[src/rtl/start_screen_sequencer_if.sv]
// start_screen_sequencer_if: frame/key/game-core inputs and layer-enable outputs of the start screen
interface start_screen_sequencer_if;
    logic startOfFrame;
    logic keyStart;
    logic gameOver;
    logic spaceEn;
    logic startEn;
    logic creditEn;
    logic namesEn;
    logic screenActive;
    logic gameStart;
    modport master (
        output startOfFrame, keyStart, gameOver,
        input  spaceEn, startEn, creditEn, namesEn, screenActive, gameStart
    );
    modport slave (
        input  startOfFrame, keyStart, gameOver,
        output spaceEn, startEn, creditEn, namesEn, screenActive, gameStart
    );
endinterface

[src/rtl/start_screen_sequencer.sv]
// start_screen_sequencer: title reveal, blinking attract screen, exit flash and hand-over to the game
module start_screen_sequencer #(
    parameter int REVEAL_FRAMES = 30,
    parameter int BLINK_FRAMES  = 16,
    parameter int EXIT_FRAMES   = 8
) (
    input logic clk,
    input logic reset,
    start_screen_sequencer_if.slave bus
);
    localparam int RF = REVEAL_FRAMES < 1 ? 1 : REVEAL_FRAMES;
    localparam int BF = BLINK_FRAMES < 1 ? 1 : BLINK_FRAMES;
    localparam int EF = EXIT_FRAMES < 1 ? 1 : EXIT_FRAMES;
    localparam logic [7:0] RF_LAST = 8'(RF - 1);
    localparam logic [7:0] BF_LAST = 8'(BF - 1);
    localparam logic [7:0] EF_LAST = 8'(EF - 1);
    typedef enum logic [1:0] {REVEAL, ATTRACT, EXIT, DONE} state_t;
    state_t state_q, state_d;
    logic [7:0] frame_cnt_q, frame_cnt_d;
    logic key_q, key_d;
    logic space_q, space_d;
    logic start_q, start_d;
    logic credit_q, credit_d;
    logic names_q, names_d;
    logic active_q, active_d;
    logic game_start_q, game_start_d;
    logic sof, press, entering, blink_wrap;
    always_comb begin
        sof        = bus.startOfFrame;
        key_d      = bus.keyStart;
        press      = bus.keyStart & ~key_q;
        state_d    = state_q == REVEAL  && sof && frame_cnt_q == RF_LAST ? ATTRACT :
                     state_q == ATTRACT && press                        ? EXIT    :
                     state_q == EXIT    && sof && frame_cnt_q == EF_LAST ? DONE    :
                     state_q == DONE    && bus.gameOver                 ? REVEAL  : state_q;
        entering   = state_d != state_q;
        blink_wrap = state_q == ATTRACT && sof && frame_cnt_q == BF_LAST;
        frame_cnt_d = entering || blink_wrap ? 8'd0 :
                      sof ? (frame_cnt_q == 8'hff ? 8'hff : frame_cnt_q + 8'd1) : frame_cnt_q;
        space_d    = state_d == REVEAL || state_d == ATTRACT ||
                     (state_d == EXIT && !entering && (sof ? ~space_q : space_q));
        start_d    = state_d == ATTRACT || (state_d == EXIT && space_d);
        credit_d   = state_d == ATTRACT && (entering || (blink_wrap ? ~credit_q : credit_q));
        names_d    = state_d == ATTRACT;
        active_d   = state_d != DONE;
        game_start_d = state_q == EXIT && state_d == DONE;
    end
    always_ff @(posedge clk) begin
        if (reset) begin
            state_q      <= REVEAL;
            frame_cnt_q  <= 8'd0;
            key_q        <= 1'b0;
            space_q      <= 1'b1;
            start_q      <= 1'b0;
            credit_q     <= 1'b0;
            names_q      <= 1'b0;
            active_q     <= 1'b1;
            game_start_q <= 1'b0;
        end else begin
            state_q      <= state_d;
            frame_cnt_q  <= frame_cnt_d;
            key_q        <= key_d;
            space_q      <= space_d;
            start_q      <= start_d;
            credit_q     <= credit_d;
            names_q      <= names_d;
            active_q     <= active_d;
            game_start_q <= game_start_d;
        end
    end
    assign bus.spaceEn      = space_q;
    assign bus.startEn      = start_q;
    assign bus.creditEn     = credit_q;
    assign bus.namesEn      = names_q;
    assign bus.screenActive = active_q;
    assign bus.gameStart    = game_start_q;
endmodule

[src/flat_wrapper.sv]
// flat-port wrapper written by rule: the top's interface ports become plain ports
module start_screen_sequencer_flat 
#(
    parameter int REVEAL_FRAMES = 30,
    parameter int BLINK_FRAMES  = 16,
    parameter int EXIT_FRAMES   = 8
)
  (clk, reset, bus_startOfFrame, bus_keyStart, bus_gameOver, bus_spaceEn, bus_startEn, bus_creditEn, bus_namesEn, bus_screenActive, bus_gameStart);
  start_screen_sequencer_if bus_i ();
  input logic clk;
  input logic reset;
  input wire logic [$bits(bus_i.startOfFrame)-1:0] bus_startOfFrame;
  input wire logic [$bits(bus_i.keyStart)-1:0] bus_keyStart;
  input wire logic [$bits(bus_i.gameOver)-1:0] bus_gameOver;
  output wire logic [$bits(bus_i.spaceEn)-1:0] bus_spaceEn;
  output wire logic [$bits(bus_i.startEn)-1:0] bus_startEn;
  output wire logic [$bits(bus_i.creditEn)-1:0] bus_creditEn;
  output wire logic [$bits(bus_i.namesEn)-1:0] bus_namesEn;
  output wire logic [$bits(bus_i.screenActive)-1:0] bus_screenActive;
  output wire logic [$bits(bus_i.gameStart)-1:0] bus_gameStart;
  assign bus_i.startOfFrame = bus_startOfFrame;
  assign bus_i.keyStart = bus_keyStart;
  assign bus_i.gameOver = bus_gameOver;
  assign bus_spaceEn = bus_i.spaceEn;
  assign bus_startEn = bus_i.startEn;
  assign bus_creditEn = bus_i.creditEn;
  assign bus_namesEn = bus_i.namesEn;
  assign bus_screenActive = bus_i.screenActive;
  assign bus_gameStart = bus_i.gameStart;
  start_screen_sequencer #(.REVEAL_FRAMES(REVEAL_FRAMES), .BLINK_FRAMES(BLINK_FRAMES), .EXIT_FRAMES(EXIT_FRAMES)) u_core (.clk(clk), .reset(reset), .bus(bus_i));
endmodule
[config.mk]
export PLATFORM = sky130hd
export DESIGN_NAME = start_screen_sequencer_flat
export DESIGN_NICKNAME = d
export VERILOG_FILES = /design/src/rtl/start_screen_sequencer_if.sv /design/src/rtl/start_screen_sequencer.sv /design/src/flat_wrapper.sv
export SDC_FILE = /design/constraint.sdc
export NUM_CORES = 1
export LEC_CHECK = 0
export ABC_AREA = 1
export CAP_MARGIN = 25
export CORE_AREA = 2 2 41 43
export CTS_BUF_LIST = sky130_fd_sc_hd__clkbuf_4
export DETAILED_ROUTE_END_ITERATION = 8
export DIE_AREA = 0 0 43 45
export GPL_TIMING_DRIVEN = 1
export HOLD_SLACK_MARGIN = 0.05
export PLACE_DENSITY = 0.91
export SYNTH_ARGS = -nofsm -noshare
export SYNTH_HDL_FRONTEND = slang
export SYNTH_SLANG_ARGS = --single-unit
[constraint.sdc]
create_clock -name clk -period 3.1 [get_ports clk]
set_input_delay 0.775 -clock clk [delete_from_list [all_inputs] [get_ports clk]]
set_output_delay 0.775 -clock clk [all_outputs]
set_load 0.01 [all_outputs]
# [Word level (Yosys, flattened, before mapping)]
# Cells that the tools add are included.
[word_totals] regBits=17 input_bits=5
[op_classes] addsub=1 eq_ne=12 mux=7 bitwise_logic=4 reduce_logical=22
[ops] op="$logic_and 1x1->1" n=13
[ops] op="$add 8x1->8 const B" n=1
[ops] op="$eq 2x2->1 const B" n=4
[ops] op="$eq 8x3->1 const B" n=1
[ops] op="$eq 8x4->1 const B" n=1
[ops] op="$eq 8x5->1 const B" n=1
[ops] op="$eq 8x8->1 const B" n=1
[ops] op="$mux 2" n=4
[ops] op="$mux 8" n=1
[ops] op="$logic_or 1x1->1" n=5
[ops] op="$eq 2x1->1 const B" n=2
[ops] op="$logic_not 2->1" n=2
[ops] op="$not 1->1" n=3
[ops] op="$mux 1" n=2
[ops] op="$ne 2x2->1" n=1
[ops] op="$ne 2x2->1 const B" n=1
[ops] op="$reduce_or 2->1" n=1
[ops] op="$and 1x1->1" n=1
[ops] op="$logic_not 1->1" n=1

# [Longest topological paths before layout]
[logic_depth] ltp_word=13 ltp_mapped=11 ltp_nobuf=11

# [Worst setup path before layout]
# Ideal clock, no wire load.
[synth_timing] kind="in2reg" startpoint="in bus_startOfFrame" endpoint="reg u_core.credit_q, in the netlist u_core.bus.creditEn" setup_ns=0.117 arrival_time_ns=1.569 required_time_ns=2.983 path_slack_ns=1.415 stages=8 cell_sequence="buf_4 > nand2_1 > nor2_1 > nand2_1 > nand2_1 > nand2_1 > o211ai_1 > nor2_1"
[synth_between] elab_chain_cells=8
[synth_lines] element="from (decl)" line_no="flat_wrapper.sv:12" source="input wire logic [$bits(bus_i.startOfFrame)-1:0] bus_startOfFrame;"
[synth_lines] element="$logic_and 1x1->1 (2 in series)" line_no="start_screen_sequencer.sv:34" source="state_q == EXIT && sof && frame_cnt_q == EF_LAST ? DONE :"
[synth_lines] element="$mux 2" line_no="start_screen_sequencer.sv:34"
[synth_lines] element="$mux 2" line_no="start_screen_sequencer.sv:33" source="state_q == ATTRACT && press ? EXIT :"
[synth_lines] element="$mux 2" line_no="start_screen_sequencer.sv:32" source="state_d = state_q == REVEAL && sof && frame_cnt_q == RF_LAST ? ATTRACT :"
[synth_lines] element="$ne 2x2->1" line_no="start_screen_sequencer.sv:36" source="entering = state_d != state_q;"
[synth_lines] element="$logic_or 1x1->1" line_no="start_screen_sequencer.sv:43" source="credit_d = state_d == ATTRACT && (entering || (blink_wrap ? ~credit_q : credit_q));"
[synth_lines] element="$logic_and 1x1->1 (*)" line_no="start_screen_sequencer.sv:43"
[synth_lines] element="to (signal assigned)" line_no="start_screen_sequencer.sv:65" source="credit_q <= credit_d;"
[synth_lines] element="to (decl)" line_no="start_screen_sequencer.sv:23" source="logic credit_q, credit_d;"
# Every way passes the cells marked *; elsewhere a longest branch is shown, timed or not.
# A chain may end at the register's enable or synchronous reset.

# [Final worst setup path]
# Same ends and word-level chain as after synthesis.

==> results_dict.tcl <==
set metrics [dict create \
    status "completed" \
    critPathKind "in -> reg" \
    layout-drive-gt1-share 0.153 \
    io_buffer_count 10 \
    drt_iter0_markers 17 \
    crit_top_cell "nand2_1" \
    synthXorXnorAreaFrac 0.0415 \
    r2r_cells 8 \
    synth_nets 125 \
    crit_arrival_ns 2.23 \
    critical_path.max_fanout 8 \
    tns_ns 0 \
    ys_seq_area_frac 0.403 \
    synthArstFlopShare 0 \
    cp_data_required_time_ns 3.27 \
    synth_cells 118 \
    cts_tree "built" \
    ys_ff_latch 17 \
    power_w 0.000376 \
    cts-root-buf "clkbuf_4" \
    rows 14 \
    yosys.area_share.simple 0.351 \
    wl_per_cell_um 10.1 \
    num_vias 753 \
    cp-endpoint "u_core.bus.creditEn$_SDFF_PP0_" \
    tightest_slew_ns 0.321 \
    multi_input_area_um2 433 \
    fin_hold_ws_ns 0.527 \
    yosys_warnings 0 \
    die_w_um 43 \
    dieArea_mm2 0.00194 \
    slew_violations 0 \
    final_antenna_net_count 0 \
    vias_per_cell 5.12 \
    drv_cap 0 \
    cts_made_buffers 3 \
    regArea_um2 340 \
    synth-main-ff-cell "dfxtp_1" \
    wirelength_mm 1.48 \
    post-route-util 0.671 \
    grt_overflow 0 \
    chipHeight_um 45 \
    endpoint_kind "register" \
    worst_path_max_delay_cell "clkdlybuf4s50_1" \
    drcViolationCount 0 \
    coreArea_mm2 0.00147 \
    ios 11 \
    clock_latency_ns 0.29 \
    grt_pass1_wl_mm 2.55 \
    yosysTopAreaCell "dfxtp_1" \
    syn_avg_cell_area_um2 7.16 \
    reg2reg_to "u_core.bus.creditEn$_SDFF_PP0_" \
    synth_area_um2 845 \
    place_worst_setup_slack_ns 0.750 \
    relSlewSlack 0.785 \
    netlist_top_cells_area "dfxtp_1 40%, nand2_1 9.3%, nor2_1 7.1%" \
    cp_cell_sequence "clkdlybuf4s50_1, nand2_1, nor2_1, nand2_1, nand2_1, nand2_1, o211ai_1, nor2_1" \
    synthMuxAreaShare 0 \
    synth_common_cells "21 x nand2_1, 17 x dfxtp_1, 16 x nor2_1, 15 x inv_1, 9 x nor2_2" \
    rsz0062_at_grt "no" \
    fin_crit_sh 0.663 \
    power.density_mw_per_mm2 380 \
    initial_core_util 0.574 \
    gp_congestion 0.880 \
    rr_startpoint "u_core.frame_cnt_q[0]$_SDFFE_PP0P_" \
    antenna_cells 0 \
    setup_viol 0 \
    finalCriticalPeriod_ns 2.06 \
    synth_fa_ha_area_frac 0.0296 \
    setup_slack_ns 1.04 \
    nets 139 \
    fin_skew_ns 0.00605 \
    p_leak_nw 0.410 \
    antenna_found_initial 0 \
    ys_types 20 \
    cts.clk_slew.worst_paths_ns 0.09 \
    first_pass_iters 4 \
    min_path_type "reg -> reg" \
    grt_use_total 0.180 \
    hold_viol_final 0 \
    cp-startpoint "bus_startOfFrame" \
    synth_top_family_by_area "simple AND/OR/NAND/NOR gates" \
    clkSinkCount 17 \
    slowest_delay_ns 0.61 \
    fillCellCount 126 \
    post-synth-top-count-cell "nand2_1" \
    synth_compound_area_frac 0.0904 \
    cts_setup_buffers 0 \
    reg2reg_slack_ns 1.56 \
    synth.top_cell.area_share 0.403 \
    synth_edf_count 0 \
    htree_num_levels 1 \
    cts_hold_buf 0 \
    grt_pass1_vias 683 \
    hpwlAfterDp_mm 1.19 \
    grt_max_degree 10 \
    ctsResizeCount 0 \
    max-vdd-ir-drop_uv 241 \
    cp-start-kind "input port" \
    area_growth_pct 16.9 \
    clock_path_buffers 2 \
    max_freq_ghz 0.487 \
]
## placed cells by master, fill, tap and decap left out, types with 7 or more instances in the layout
cell and n:
a21oi_1 7, clkdlybuf4s50_1 10, dfxtp_1 17, inv_1 15, nand2_1 21, nand3_1 8, nor2_1 16, nor2_2 9
## area by class of cell
class	count	area share
clock buffer	4	0.0304
inverter	17	0.0646
sequential	17	0.345
tap	16	0.0203
multi-input combinational	83	0.439
timing repair buffer	10	0.101
## flip-flops by register name, indices dropped and copies added (netlist names)
register                 flops
u_core.bus.startEn           1
u_core.bus.screenActive      1
u_core.key_q                 1
u_core.frame_cnt_q           8
u_core.state_q               2
u_core.bus.namesEn           1
u_core.bus.creditEn          1
u_core.bus.spaceEn           1
u_core.bus.gameStart         1
## critical path, delay by kind of cell
| family | cells | cell delay (ns) |
|---|---|---|
| buffers and inverters | 1 | 0.61 |
| AOI/OAI and AO/OA | 1 | 0.15 |
| and+or+nand+nor | 6 | 0.70 |
## stage by stage
| stage | instances | instance area (um2) |
|---|---|---|
| global placement | 143 | 957 |
| global route | 147 | 987 |
| CTS | 147 | 987 |
| floorplan | 118 | 845 |
| detailed placement | 143 | 957 |
| finish | 147 | 987 |
## kinds of logic (layout without fill, tap and decap cells)
logic type               count (synthesis)  count (layout)
adder cells (fa/ha/maj)                  2               2
XOR/XNOR                                 4               4
AO/OA/AOI/OAI                           14              14
buffers and inverters                   18              31
flip-flops                              17              17
AND/OR/NAND/NOR                         63              63
## where the power goes
| group | internal (W) | switching (W) | total [W] | leakage [nW] |
|---|---|---|---|---|
| registers | 0.000222 | 0.00000353 | 0.000225 | 0.138 |
| clock network | 0.0000588 | 0.0000643 | 0.000123 | 0.0184 |
| logic | 0.0000120 | 0.0000153 | 0.0000272 | 0.254 |
## worst min-delay path by stage
stage	from	end	slack, ns	depth (start not counted)
detailed placement	u_core.state_q[1]$_SDFF_PP0_	u_core.bus.gameStart$_SDFF_PP0_	0.50	2
global route	u_core.state_q[1]$_SDFF_PP0_	u_core.bus.gameStart$_SDFF_PP0_	0.56	2
global placement	u_core.state_q[1]$_SDFF_PP0_	u_core.bus.gameStart$_SDFF_PP0_	0.49	2
finish	u_core.state_q[1]$_SDFF_PP0_	u_core.bus.gameStart$_SDFF_PP0_	0.53	2
floorplan	u_core.state_q[1]$_SDFF_PP0_	u_core.bus.gameStart$_SDFF_PP0_	0.46	2
CTS	u_core.state_q[1]$_SDFF_PP0_	u_core.bus.gameStart$_SDFF_PP0_	0.52	2
## metal layers
| layer | wire (um) | track usage |
|---|---|---|
| met5 | 0 | 0 |
| met3 | 54 | 0.0400 |
| met4 | 43 | 0.109 |
| met2 | 763 | 0.352 |
| met1 | 620 | 0.171 |
Note: power is estimated with default switching activity, not from simulation.
